--- src/rtl/cache_arbiter_if.sv ---
// rtl/cache_arbiter_if.sv - client and cache handshake bundle for cache_arbiter
interface cache_arbiter_if #(
   parameter int ADDR_WIDTH = 17,
   parameter int DATA_WIDTH = 8
);
   // CPU client port
   logic [ADDR_WIDTH-1:0] cpu_address;
   logic [DATA_WIDTH-1:0] cpu_data_write;
   logic                  cpu_read_req;
   logic                  cpu_write_req;
   logic [DATA_WIDTH-1:0] cpu_data_read;
   logic                  cpu_read_ack;
   logic                  cpu_write_ack;

   // WOPI client port
   logic [ADDR_WIDTH-1:0] wopi_address;
   logic [DATA_WIDTH-1:0] wopi_data_write;
   logic                  wopi_read_req;
   logic                  wopi_write_req;
   logic [DATA_WIDTH-1:0] wopi_data_read;
   logic                  wopi_read_ack;
   logic                  wopi_write_ack;

   // cache device port
   logic [ADDR_WIDTH-1:0] cache_address;
   logic [DATA_WIDTH-1:0] cache_data_write;
   logic                  cache_read_req;
   logic                  cache_write_req;
   logic [DATA_WIDTH-1:0] cache_data_read;
   logic                  cache_read_ack;
   logic                  cache_write_ack;

   logic                  busy;

   // arbiter side
   modport master (
      input  cpu_address, cpu_data_write, cpu_read_req, cpu_write_req,
      output cpu_data_read, cpu_read_ack, cpu_write_ack,
      input  wopi_address, wopi_data_write, wopi_read_req, wopi_write_req,
      output wopi_data_read, wopi_read_ack, wopi_write_ack,
      output cache_address, cache_data_write, cache_read_req, cache_write_req,
      input  cache_data_read, cache_read_ack, cache_write_ack,
      output busy
   );

   // clients plus cache side
   modport slave (
      output cpu_address, cpu_data_write, cpu_read_req, cpu_write_req,
      input  cpu_data_read, cpu_read_ack, cpu_write_ack,
      output wopi_address, wopi_data_write, wopi_read_req, wopi_write_req,
      input  wopi_data_read, wopi_read_ack, wopi_write_ack,
      input  cache_address, cache_data_write, cache_read_req, cache_write_req,
      output cache_data_read, cache_read_ack, cache_write_ack,
      input  busy
   );
endinterface

--- src/rtl/cache_arbiter.sv ---
// rtl/cache_arbiter.sv - two-port CPU/WOPI arbiter in front of the SDRAM cache
module cache_arbiter #(
   parameter int ADDR_WIDTH     = 17,
   parameter int DATA_WIDTH     = 8,
   parameter int FIXED_PRIORITY = 0
) (
   input logic             sys_clk,
   input logic             reset,
   cache_arbiter_if.master bus
);

   localparam logic [2:0] ARB_IDLE       = 3'd0;
   localparam logic [2:0] ARB_READ       = 3'd1;
   localparam logic [2:0] ARB_WRITE      = 3'd2;
   localparam logic [2:0] ARB_WRITE_HOLD = 3'd3;
   localparam logic [2:0] ARB_RELEASE    = 3'd4;

   localparam logic PORT_CPU  = 1'b0;
   localparam logic PORT_WOPI = 1'b1;

   logic [2:0]            state;
   logic                  grant;
   logic                  last_grant;

   logic [ADDR_WIDTH-1:0] cache_address_reg;
   logic [DATA_WIDTH-1:0] cache_data_write_reg;
   logic                  cache_read_req_reg;
   logic                  cache_write_req_reg;

   logic [DATA_WIDTH-1:0] cpu_data_read_reg;
   logic [DATA_WIDTH-1:0] wopi_data_read_reg;
   logic                  cpu_read_ack_reg;
   logic                  cpu_write_ack_reg;
   logic                  wopi_read_ack_reg;
   logic                  wopi_write_ack_reg;

   logic                  cpu_pending;
   logic                  wopi_pending;
   logic                  pick;
   logic                  pick_read;
   logic [ADDR_WIDTH-1:0] pick_address;
   logic [DATA_WIDTH-1:0] pick_data;

   // choose the port to grant next and mux its request fields
   always_comb begin
      cpu_pending  = bus.cpu_read_req | bus.cpu_write_req;
      wopi_pending = bus.wopi_read_req | bus.wopi_write_req;
      if (cpu_pending && wopi_pending) begin
         // contention: CPU always in fixed mode, otherwise whoever did not go last
         pick = (FIXED_PRIORITY != 0) ? PORT_CPU : ~last_grant;
      end else begin
         pick = wopi_pending ? PORT_WOPI : PORT_CPU;
      end
      // a port asking for both read and write gets its read first
      pick_read    = (pick == PORT_WOPI) ? bus.wopi_read_req   : bus.cpu_read_req;
      pick_address = (pick == PORT_WOPI) ? bus.wopi_address    : bus.cpu_address;
      pick_data    = (pick == PORT_WOPI) ? bus.wopi_data_write : bus.cpu_data_write;
   end

   // arbitration state machine and all registered outputs
   always_ff @(posedge sys_clk) begin
      if (reset) begin
         state               <= ARB_IDLE;
         grant               <= PORT_CPU;
         last_grant          <= PORT_WOPI;
         cache_address_reg   <= '0;
         cache_data_write_reg<= '0;
         cache_read_req_reg  <= 1'b0;
         cache_write_req_reg <= 1'b0;
         cpu_data_read_reg   <= '0;
         wopi_data_read_reg  <= '0;
         cpu_read_ack_reg    <= 1'b0;
         cpu_write_ack_reg   <= 1'b0;
         wopi_read_ack_reg   <= 1'b0;
         wopi_write_ack_reg  <= 1'b0;
      end else begin
         // client acks are single-cycle pulses
         cpu_read_ack_reg   <= 1'b0;
         cpu_write_ack_reg  <= 1'b0;
         wopi_read_ack_reg  <= 1'b0;
         wopi_write_ack_reg <= 1'b0;

         case (state)
            ARB_IDLE: begin
               if (cpu_pending || wopi_pending) begin
                  grant             <= pick;
                  last_grant        <= pick;
                  cache_address_reg <= pick_address;
                  if (pick_read) begin
                     cache_read_req_reg <= 1'b1;
                     state              <= ARB_READ;
                  end else begin
                     cache_data_write_reg <= pick_data;
                     cache_write_req_reg  <= 1'b1;
                     state                <= ARB_WRITE;
                  end
               end
            end

            ARB_READ: begin
               if (bus.cache_read_ack) begin
                  cache_read_req_reg <= 1'b0;
                  if (grant == PORT_WOPI) begin
                     wopi_data_read_reg <= bus.cache_data_read;
                     wopi_read_ack_reg  <= 1'b1;
                  end else begin
                     cpu_data_read_reg <= bus.cache_data_read;
                     cpu_read_ack_reg  <= 1'b1;
                  end
                  state <= ARB_RELEASE;
               end
            end

            ARB_WRITE: begin
               // address and write byte stay put: the cache takes the byte a cycle after its ack
               if (bus.cache_write_ack) begin
                  cache_write_req_reg <= 1'b0;
                  // the client write ack is high for the whole hold cycle
                  if (grant == PORT_WOPI) begin
                     wopi_write_ack_reg <= 1'b1;
                  end else begin
                     cpu_write_ack_reg <= 1'b1;
                  end
                  state <= ARB_WRITE_HOLD;
               end
            end

            ARB_WRITE_HOLD: begin
               state <= ARB_RELEASE;
            end

            ARB_RELEASE: begin
               // gives the acked client a cycle to drop its request
               state <= ARB_IDLE;
            end

            default: begin
               state <= ARB_IDLE;
            end
         endcase
      end
   end

   assign bus.cache_address    = cache_address_reg;
   assign bus.cache_data_write = cache_data_write_reg;
   assign bus.cache_read_req   = cache_read_req_reg;
   assign bus.cache_write_req  = cache_write_req_reg;
   assign bus.cpu_data_read    = cpu_data_read_reg;
   assign bus.wopi_data_read   = wopi_data_read_reg;
   assign bus.cpu_read_ack     = cpu_read_ack_reg;
   assign bus.cpu_write_ack    = cpu_write_ack_reg;
   assign bus.wopi_read_ack    = wopi_read_ack_reg;
   assign bus.wopi_write_ack   = wopi_write_ack_reg;
   assign bus.busy             = (state != ARB_IDLE);

endmodule

--- src/flat_wrapper.sv ---
// flat-port wrapper written by rule: the top's interface ports become plain ports
module cache_arbiter_flat 
#(
   parameter int ADDR_WIDTH     = 17,
   parameter int DATA_WIDTH     = 8,
   parameter int FIXED_PRIORITY = 0
)
  (sys_clk, reset, bus_cpu_address, bus_cpu_data_write, bus_cpu_read_req, bus_cpu_write_req, bus_cpu_data_read, bus_cpu_read_ack, bus_cpu_write_ack, bus_wopi_address, bus_wopi_data_write, bus_wopi_read_req, bus_wopi_write_req, bus_wopi_data_read, bus_wopi_read_ack, bus_wopi_write_ack, bus_cache_address, bus_cache_data_write, bus_cache_read_req, bus_cache_write_req, bus_cache_data_read, bus_cache_read_ack, bus_cache_write_ack, bus_busy);
  cache_arbiter_if #(.ADDR_WIDTH(ADDR_WIDTH), .DATA_WIDTH(DATA_WIDTH)) bus_i ();
  input logic sys_clk;
  input logic reset;
  input wire logic [$bits(bus_i.cpu_address)-1:0] bus_cpu_address;
  input wire logic [$bits(bus_i.cpu_data_write)-1:0] bus_cpu_data_write;
  input wire logic [$bits(bus_i.cpu_read_req)-1:0] bus_cpu_read_req;
  input wire logic [$bits(bus_i.cpu_write_req)-1:0] bus_cpu_write_req;
  output wire logic [$bits(bus_i.cpu_data_read)-1:0] bus_cpu_data_read;
  output wire logic [$bits(bus_i.cpu_read_ack)-1:0] bus_cpu_read_ack;
  output wire logic [$bits(bus_i.cpu_write_ack)-1:0] bus_cpu_write_ack;
  input wire logic [$bits(bus_i.wopi_address)-1:0] bus_wopi_address;
  input wire logic [$bits(bus_i.wopi_data_write)-1:0] bus_wopi_data_write;
  input wire logic [$bits(bus_i.wopi_read_req)-1:0] bus_wopi_read_req;
  input wire logic [$bits(bus_i.wopi_write_req)-1:0] bus_wopi_write_req;
  output wire logic [$bits(bus_i.wopi_data_read)-1:0] bus_wopi_data_read;
  output wire logic [$bits(bus_i.wopi_read_ack)-1:0] bus_wopi_read_ack;
  output wire logic [$bits(bus_i.wopi_write_ack)-1:0] bus_wopi_write_ack;
  output wire logic [$bits(bus_i.cache_address)-1:0] bus_cache_address;
  output wire logic [$bits(bus_i.cache_data_write)-1:0] bus_cache_data_write;
  output wire logic [$bits(bus_i.cache_read_req)-1:0] bus_cache_read_req;
  output wire logic [$bits(bus_i.cache_write_req)-1:0] bus_cache_write_req;
  input wire logic [$bits(bus_i.cache_data_read)-1:0] bus_cache_data_read;
  input wire logic [$bits(bus_i.cache_read_ack)-1:0] bus_cache_read_ack;
  input wire logic [$bits(bus_i.cache_write_ack)-1:0] bus_cache_write_ack;
  output wire logic [$bits(bus_i.busy)-1:0] bus_busy;
  assign bus_i.cpu_address = bus_cpu_address;
  assign bus_i.cpu_data_write = bus_cpu_data_write;
  assign bus_i.cpu_read_req = bus_cpu_read_req;
  assign bus_i.cpu_write_req = bus_cpu_write_req;
  assign bus_cpu_data_read = bus_i.cpu_data_read;
  assign bus_cpu_read_ack = bus_i.cpu_read_ack;
  assign bus_cpu_write_ack = bus_i.cpu_write_ack;
  assign bus_i.wopi_address = bus_wopi_address;
  assign bus_i.wopi_data_write = bus_wopi_data_write;
  assign bus_i.wopi_read_req = bus_wopi_read_req;
  assign bus_i.wopi_write_req = bus_wopi_write_req;
  assign bus_wopi_data_read = bus_i.wopi_data_read;
  assign bus_wopi_read_ack = bus_i.wopi_read_ack;
  assign bus_wopi_write_ack = bus_i.wopi_write_ack;
  assign bus_cache_address = bus_i.cache_address;
  assign bus_cache_data_write = bus_i.cache_data_write;
  assign bus_cache_read_req = bus_i.cache_read_req;
  assign bus_cache_write_req = bus_i.cache_write_req;
  assign bus_i.cache_data_read = bus_cache_data_read;
  assign bus_i.cache_read_ack = bus_cache_read_ack;
  assign bus_i.cache_write_ack = bus_cache_write_ack;
  assign bus_busy = bus_i.busy;
  cache_arbiter #(.ADDR_WIDTH(ADDR_WIDTH), .DATA_WIDTH(DATA_WIDTH), .FIXED_PRIORITY(FIXED_PRIORITY)) u_core (.sys_clk(sys_clk), .reset(reset), .bus(bus_i));
endmodule
--- config.mk ---
export PLATFORM = sky130hd
export DESIGN_NAME = cache_arbiter_flat
export DESIGN_NICKNAME = d
export VERILOG_FILES = /design/src/rtl/cache_arbiter_if.sv /design/src/rtl/cache_arbiter.sv /design/src/flat_wrapper.sv
export SDC_FILE = /design/constraint.sdc
export NUM_CORES = 1
export LEC_CHECK = 0
export ABC_AREA = 1
export BUFFER_PORTS_ARGS = -buffer_cell sky130_fd_sc_hd__buf_2
export CORE_MARGIN = 2
export CORE_UTILIZATION = 35
export CTS_CLUSTER_SIZE = 10
export DETAILED_ROUTE_END_ITERATION = 8
export PLACE_DENSITY = 0.71
export RECOVER_POWER = 100
export SLEW_MARGIN = 20
export SYNTH_ARGS = -nofsm -noshare
export SYNTH_HDL_FRONTEND = slang
export SYNTH_SLANG_ARGS = --single-unit
--- constraint.sdc ---
create_clock -name sys_clk -period 2.5 [get_ports sys_clk]
set_input_delay 0.5 -clock sys_clk [delete_from_list [all_inputs] [get_ports sys_clk]]
set_output_delay 0.5 -clock sys_clk [all_outputs]
set_load 0.01 [all_outputs]
==> results of run 1 <==
## worst register-to-register path, delay by kind of cell, from the launching register on
| kind | cells | cell delay (ns) |
|---|---|---|
| simple gates | 6 | 1.32 |
| compound gates | 1 | 0.09 |
| flops | 1 | 0.32 |
## kinds of logic after synthesis
logic type,Yosys count
AOI/OAI and AO/OA,41
buffers and inverters,52
DFF,52
and+or+nand+nor,184
## metrics by stage
step / std cells / setup slack, ns
6_report: 515 / 0.641
2_1_floorplan: 329 / 1.11
5_1_grt: 515 / 0.416
4_1_cts: 515 / 0.952
3_3_place_gp: 507 / 0.732
3_5_place_dp: 507 / 0.668
## power groups by stage
stage	logic [W]	registers (W)	clock network (W)
6_report	0.00135	0.00125	0.000551
3_5_place_dp	0.00144	0.00126	0
3_3_place_gp	0.00141	0.00126	0
5_1_grt	0.00154	0.00129	0.000609
2_1_floorplan	0.000936	0.00134	0
4_1_cts	0.00144	0.00125	0.000569
## cells in the mapped netlist
library cell   n  area share (%)
a21oi_1       14             3.0
buf_2          8             1.7
nor2_2         1            0.27
nand2_4        1            0.49
dfxtp_1       52              45
nand4_1        1            0.27
inv_2          4            0.65
clkbuf_1       5            0.81
o21ai_1        1            0.22
nand3_1       29             6.3
o211ai_1      18             5.9
buf_6          1            0.49
nand2_1       95              15
nand4_2        1            0.54
nor2_1        48             7.8
nand2_2        4             1.1
inv_1         33             5.4
o21ai_0        8             1.7
nor2_4         3             1.5
clkinv_4       1            0.38
nand3_4        1            0.76
## final timing paths
check,start,to,slack [ns],cells past startpoint
setup / recovery,bus_cpu_write_req,u_core.bus.cache_data_write[0]$_SDFFE_PP0P_,0.64,8
setup reg to reg,u_core.last_grant$_SDFFE_PP1P_,u_core.bus.cache_data_write[0]$_SDFFE_PP0P_,0.70,7
hold / removal,u_core.bus.cache_read_req$_SDFFE_PP0P_,u_core.bus.cache_read_req$_SDFFE_PP0P_,0.46,2
hold reg to reg,u_core.bus.cache_read_req$_SDFFE_PP0P_,u_core.bus.cache_read_req$_SDFFE_PP0P_,0.46,2
## cell type report
cell class                 instances  area (sq um)
fill                             665          3420
sequential                        52          1040
multi-input combinational        225          1030
timing repair buffer             115           513
inverter                          38           148
tap                               77          96.3
clock buffer                       6          72.6
clock inverter                     2          35.0
## metal layers
layer  part of all wire (%)  wire length, um  global-route usage (%)
met5                      0                0                       0
met4                    1.1               61                    5.48
met3                    5.4              301                    3.99
met2                     49             2750                    27.6
met1                     44             2470                    18.5
==> impl_metrics.ini, run 1 <==
[layout]
drive_above_1_share_pct = 18.3
stdcell_area_sq_um = 2930
nets = 503
largest_reg_flops = 17
area_growth_syn_to_layout_pct = 27.3
final_cell_mix = 97 x nand2_1, 62 x buf_2, 53 x clkbuf_1
final_common_cell = nand2_1
fin_util_pct = 46.2
diodes = 0

[clock_network]
cts-resized-gates = 0
cts_setup_buffers = 0
htreeDepth = 2
numCtsBuffers = 5
clk_transition_reported_paths_ns = 0.09
cts_num_sinks = 52
hold_buffers = 0
clk_latency_ns = 0.29
cts_tree = built
cts_root_buf = clkbuf_8
cts_buffer_depth = 2

[timing]
min_period_ns = 1.86
setup_tns_ns = 0
max_freq_mhz = 538
relSlewSlack_pct = 36.3
setup_viol = 0
grt_setup_unrepaired = false
period_share_pct = 74.4
hold_viol = 0
tightestPinTransition_ns = 0.954
final_max_slew_viol_count = 0
hold_ws_ns = 0.463
finClkSkew_ns = 0.00877

[critical_path]
critPathCaptureType = register
path_max_fanout = 26
crit_type = in2reg
crit_path_start_kind = input port
critPathMaxStageDelay_ns = 0.48
path_buf_inv = 1
crit_slowest_cell = nand2_1
crit_family = simple AND/OR/NAND/NOR gates
required_ns = 2.73
cp_common_cell = nand2_1
critPathArrivalTime_ns = 2.09
cp_cell_sequence = buf_2, o21ai_1, nand2_1, nand2_1, nand3_4, nand2_1, nand2_1, nor2_1

[power]
irDropWorstVdd_v = 0.000419
p_clk_share_pct = 17.5
power_frac_comb_pct = 42.8
switchingPower_w = 0.00131
p_seq_share_pct = 39.7
finalPower_w = 0.00315
p_per_area_nw_per_um2 = 1070
switching_share_pct = 41.4
intPower_w = 0.00185
leakage_nw = 1.48

[synth]
synthCells = 329
muxShareOfSynthArea_pct = 0
netlist_area_sq_um = 2300
syn_area_per_cell_sq_um = 7.00
synth_compound_area_share_pct = 10.9
synth_cell_type_count = 21
seq_area_frac_synth_pct = 45.2
synthSimpleGateAreaFrac_pct = 34.5
yosysWarningCount = 0
synth_adder_area_share_pct = 0
synth_seq_cells = 52
synth-xor-area-share_pct = 0
synth_fp_nets = 395
synth_top_family_by_area = simple AND/OR/NAND/NOR gates

[flow_run]
cap_violations = 0

[floorplan]
rows = 29
die_w_um = 85.1
die_h_um = 85.1
dieArea_sq_um = 7250
coreArea_sq_um = 6350
io_pins = 114
initial_core_util_pct = 36.3

[routing]
viasPerCell = 4.59
first_pass_iters = 4
drt-initial-drc-count = 46
via_count = 2366
wl_per_cell_um = 10.8
drt-total-wl_mm = 5.58
drc = 0
ant_nets = 0

[outcome]
status = finished, final reports clean

[place]
dpl-instance-area_sq_um = 2910
dpl.hpwl_mm = 4.29
gp_congestion = 0.899
port_buffers = 113

[min_path]
hold_class = reg2reg

[grt]
first_global_vias = 2181
antenna_found_initial = 0
grt_first_pass_wirelength_mm = 9.36
grt_max_degree = 38
globalRouteOverflowTotal = 0
grt_use_total_pct = 15.7
Power figures use the tool's default switching activity.
==> run 2: changes to the inputs <==
ABC_AREA = 0   (was 1)
clock period = 1.9 ns   (was 2.5 ns; I/O delays follow)
==> run 2 against run 1 <==
  * Critical path depth decreased by 6
  * Core utilization rose by 0.51 points
  * Cell area about the same
  * Synthesized cell count decreased by 23%
  * Sequential power up 6%
  * Die area down 2.8%
  * Via count down 7.2%
  * Clock power up 19%
  * Highest routed layer unchanged
==> impl_metrics.ini, run 2 <==
[outcome]
status = finished, final reports clean

[routing]
drt-initial-drc-count = 51
wl_per_cell_um = 12.9
ant_nets = 0
first_pass_iters = 5
via_count = 2196
drc = 0
viasPerCell = 5.00
drt-total-wl_mm = 5.64

[grt]
met1_usage_pct = 20.4
grt_use_total_pct = 15.9
antenna_found_initial = 0
grt_max_degree = 36
busiest_layer = met2
met2_usage_pct = 26.6
first_global_vias = 2042
globalRouteOverflowTotal = 0
use_met3_pct = 4.15
grt_first_pass_wirelength_mm = 9.38

[floorplan]
initial_core_util_pct = 35.6
io_pins = 114
coreArea_sq_um = 6280
die_h_um = 83.9
die_w_um = 83.9
rows = 29
dieArea_sq_um = 7040

[clock_network]
cts_num_sinks = 52
numCtsBuffers = 5
clk_latency_ns = 0.30
cts_tree = built
cts_root_buf = clkbuf_8
cts_buffer_depth = 2
cts_setup_buffers = 0
clk_transition_reported_paths_ns = 0.10
hold_buffers = 0
cts-resized-gates = 0
htreeDepth = 2

[timing]
relSlewSlack_pct = 26.3
hold_viol = 0
min_period_ns = 1.67
tightestPinTransition_ns = 1.10
setup_tns_ns = 0
setup_viol = 0
max_freq_mhz = 597
grt_setup_unrepaired = false
final_max_slew_viol_count = 0
period_share_pct = 88.2
hold_ws_ns = 0.313
finClkSkew_ns = 0.00711

[synth]
synth_top_area_share_pct = 46.6
syn_area_per_cell_sq_um = 8.87
netlist_area_sq_um = 2230
synth_top_family_by_area = simple AND/OR/NAND/NOR gates
synth_adder_area_share_pct = 0
synth_cell_type_count = 33
synth_seq_cells = 52
synth_compound_area_share_pct = 16.1
muxShareOfSynthArea_pct = 10.8
synth_ff_type = dfxtp_1
synth_top_area_cell = dfxtp_1
async_flop_share_pct = 0
synthTopCellsByArea = dfxtp_1 47%, mux2i_1 11%, nor2_1 6.7%, a311oi_1 6.7%, nand3_1 5.8%
synth-xor-area-share_pct = 0
synthCells = 252
yosysMostFrequentCell = dfxtp_1
synth_fp_nets = 318
synth_common_cells = 52 x dfxtp_1, 40 x nor2_1, 26 x nand3_1, 24 x mux2i_1, 22 x nand2_1
yosysWarningCount = 0
synth_edf_count = 0
seq_area_frac_synth_pct = 46.6
synthSimpleGateAreaFrac_pct = 22.8

[critical_path]
crit_family = simple AND/OR/NAND/NOR gates
crit_type = reg2out
rrSetupSlack_ns = 0.28
path_max_fanout = 8
path_buf_inv = 1
crit_start = u_core.state[0]$_SDFFE_PP0P_
critPathCaptureType = primary output
timing.rr.start = u_core.state[0]$_SDFFE_PP0P_
critPathArrivalTime_ns = 1.29
required_ns = 1.52
crit_path_start_kind = register
cp_cell_sequence = or3_1, clkbuf_1
crit_slowest_cell = or3_1
critPathMaxStageDelay_ns = 0.44

[power]
p_per_area_nw_per_um2 = 949
finalPower_w = 0.00278
irDropWorstVdd_v = 0.000370
leakage_nw = 1.30

[layout]
final_cell_mix = 64 x buf_2, 52 x dfxtp_1, 49 x clkbuf_1
final_common_cell = buf_2
layoutNonFillerInstCount = 439
diodes = 0
nets = 427
nFillCells = 631
drive_above_1_share_pct = 23.2
largest_reg_flops = 17
area_growth_syn_to_layout_pct = 31.1

[place]
port_buffers = 113
dp.cells = 431
gp_congestion = 0.811
dpl.hpwl_mm = 3.99

[flow_run]
cap_violations = 0

[min_path]
hold_class = in2reg
hp-start = bus_cache_data_read[0]
[run 2: cell count changes in the layout (fill, tap and decap cells not counted), moves of 9 or more]
cell      before  now
nand2_1       97   22
inv_1         35    1
mux2i_1        0   24
o211ai_1      18    0
a311oi_1       0   17
a21o_1         0    9
a21oi_1       14    5
nand2b_1       0    9
nor2_1        49   40
[run 2: power by group]
| part | switching, W | internal, W | total (W) |
|---|---|---|---|
| logic | 0.000461 | 0.000344 | 0.000805 |
| clock network | 0.000387 | 0.000269 | 0.000656 |
| registers | 0.0000875 | 0.00123 | 0.00132 |
| total | 0.000935 | 0.00185 | 0.00278 |
[run 2: kinds of logic (layout without fill, tap and decap cells)]
logic type | after synthesis | count (layout)
mux | 24 | 24
flops | 52 | 52
simple gates | 109 | 109
compound gates | 48 | 48
buf+inv | 19 | 129
[run 2: cell type report]
cell class,count,area (sq um),share of cell area [%]
inverters,1,3.75,0.128
well taps,77,96.3,3.29
flip-flops and latches,52,1040,35.5
repair buffers,120,592,20.2
clock inverters,3,25.0,0.854
multi-input cells,181,1100,37.7
clock buffers,5,68.8,2.35
[run 2: routing by layer]
layer,part of all wire [%],vias up,wire [um]
met5,0,-,0
met3,7.1,4,401
li1,-,1114,-
met1,46,1005,2590
met4,0.85,0,48
met2,46,73,2610
[run 2: through the flow]
stage,util [%],area [sq um],setup slack [ns]
3_3_place_gp,46.3,2910,0.285
4_1_cts,47.8,3000,0.254
6_report,46.7,2930,0.225
5_1_grt,46.7,2930,0.142
3_5_place_dp,46.3,2910,0.232
2_1_floorplan,-,2230,0.412
[run 2: final timing paths]
check | to | cells after the start
worst max-delay path | bus_busy | 2
worst min-delay path | u_core.bus.wopi_data_read[0]$_SDFFE_PP0P_ | 3
worst max register to register | u_core.bus.cache_data_write[5]$_SDFFE_PP0P_ | 5
worst min register to register | u_core.bus.cache_write_req$_SDFFE_PP0P_ | 2
[run 2: worst reg2reg max path: stages, from the launching register on]
cell and delay, ns:
dfxtp_1 0.38, or3_1 0.44, a21oi_4 0.18, o21ai_0 0.10, clkbuf_2 0.25, mux2i_1 0.17
==> run 3: changes to the inputs <==
PLACE_DENSITY = 0.69   (was 0.71)
REMOVE_ABC_BUFFERS = 1   (was not set)
==> run 3 against run 2 <==
  * Flip-flop and latch count unchanged
  * Register-to-register slack got worse by 0.03 ns
  * Non-clock buffer count up 2
  * First-iteration DRC count rose by 41%
  * Critical path type unchanged
  * Critical endpoint unchanged
  * Largest power group unchanged
  * Highest routed layer unchanged
==> impl_metrics.ini, run 3 (same netlist as run 2, synthesis figures left out) <==
[layout]
largest_reg_flops = 17
area_growth_syn_to_layout_pct = 31.5
nets = 429
fin_util_pct = 46.8
stdcell_area_sq_um = 2940
final_common_cell = buf_2
diodes = 0
final_cell_mix = 65 x buf_2, 52 x dfxtp_1, 48 x clkbuf_1
drive_above_1_share_pct = 24.2

[clock_network]
hold_buffers = 0
cts_root_buf = clkbuf_8
clk_latency_ns = 0.30
numCtsBuffers = 5
cts-resized-gates = 0
cts_num_sinks = 52
cts_tree = built
cts_buffer_depth = 2
clk_transition_reported_paths_ns = 0.09
htreeDepth = 2
cts_setup_buffers = 0

[place]
gp_congestion = 0.789
place_ws_ns = 0.324
port_buffers = 113
dpl.hpwl_mm = 4.01
dpl-instance-area_sq_um = 2900

[power]
p_per_area_nw_per_um2 = 974
leakage_nw = 1.31
finalPower_w = 0.00286
irDropWorstVdd_v = 0.000418

[min_path]
hp-start = bus_cache_data_read[5]
hold_class = in2reg

[timing]
hold_viol = 0
setup_tns_ns = 0
max_freq_mhz = 596
grt_setup_unrepaired = false
setup_viol = 0
finClkSkew_ns = 0.00471
period_share_pct = 88.2
relSlewSlack_pct = 76.1
tightestPinTransition_ns = 0.358
setup_slack_ns = 0.223
min_period_ns = 1.68
final_max_slew_viol_count = 0

[floorplan]
io_pins = 114
initial_core_util_pct = 35.6
rows = 29
die_h_um = 83.9
coreArea_sq_um = 6280
die_w_um = 83.9
dieArea_sq_um = 7040

[flow_run]
cap_violations = 0

[routing]
via_count = 2156
drt-initial-drc-count = 72
ant_nets = 0
drc = 0
drt-total-wl_mm = 5.51
viasPerCell = 4.89
wl_per_cell_um = 12.5
first_pass_iters = 4

[critical_path]
timing.rr.start = u_core.state[0]$_SDFFE_PP0P_
crit_start = u_core.state[0]$_SDFFE_PP0P_
critPathArrivalTime_ns = 1.30
crit_path_start_kind = register
path_max_fanout = 8
crit_type = reg2out
required_ns = 1.52
critPathCaptureType = primary output

[grt]
globalRouteOverflowTotal = 0
grt_max_degree = 36
first_global_vias = 2039
grt_use_total_pct = 15.7
grt_first_pass_wirelength_mm = 9.11
antenna_found_initial = 0

[outcome]
status = finished, final reports clean
run 3: changes by cell type in the layout (fill, tap and decap cells not counted):
cell	delta
bufinv_16	+1
inv_6	-2
buf_2	+1
clkbuf_1	-1
buf_12	-2
clkinv_2	+1
buf_4	+4
or2_2	+1
or2_1	-1
run 3: layout make-up:
class / instances / area [sq um]
fill: 632 / 3340
multi-input combinational: 181 / 1100
sequential: 52 / 1040
timing repair buffer: 122 / 583
tap: 77 / 96.3
clock buffer: 5 / 68.8
clock inverter: 3 / 42.5
inverter: 1 / 3.75
run 3: path summary, 6_finish.rpt:
check | slack [ns] | to | cells after the start
worst max-delay path | 0.22 | bus_busy | 2
worst min-delay path | 0.32 | u_core.bus.wopi_data_read[5]$_SDFFE_PP0P_ | 3
worst max register to register | 0.25 | u_core.bus.cache_data_write[4]$_SDFFE_PP0P_ | 5
worst min register to register | 0.48 | u_core.bus.cache_write_req$_SDFFE_PP0P_ | 2
run 3: where the power goes:
part           internal (W)  switching [W]  leakage (nW)  total, W
sequential          0.00123      0.0000890         0.426   0.00132
combinational      0.000337       0.000456         0.831  0.000793
clock              0.000390       0.000358        0.0541  0.000748
total               0.00196       0.000903          1.31   0.00286
run 3: routing by layer:
layer	share of wire, %	GRT usage, %
met5	0	0
met2	48	27.1
met4	1.2	5.57
met1	45	19.0
met3	6.4	3.76
run 3: worst max-delay path: stages, from the launching register on:
cell,delay [ns]
dfxtp_1,0.38
or3_1,0.45
clkbuf_1,0.17
run 3: metrics by stage:
step / hold WS [ns] / instances
2_1_floorplan: 0.449 / 234
3_3_place_gp: 0.461 / 433
3_5_place_dp: 0.464 / 433
4_1_cts: 0.310 / 441
5_1_grt: 0.329 / 441
6_report: 0.323 / 441
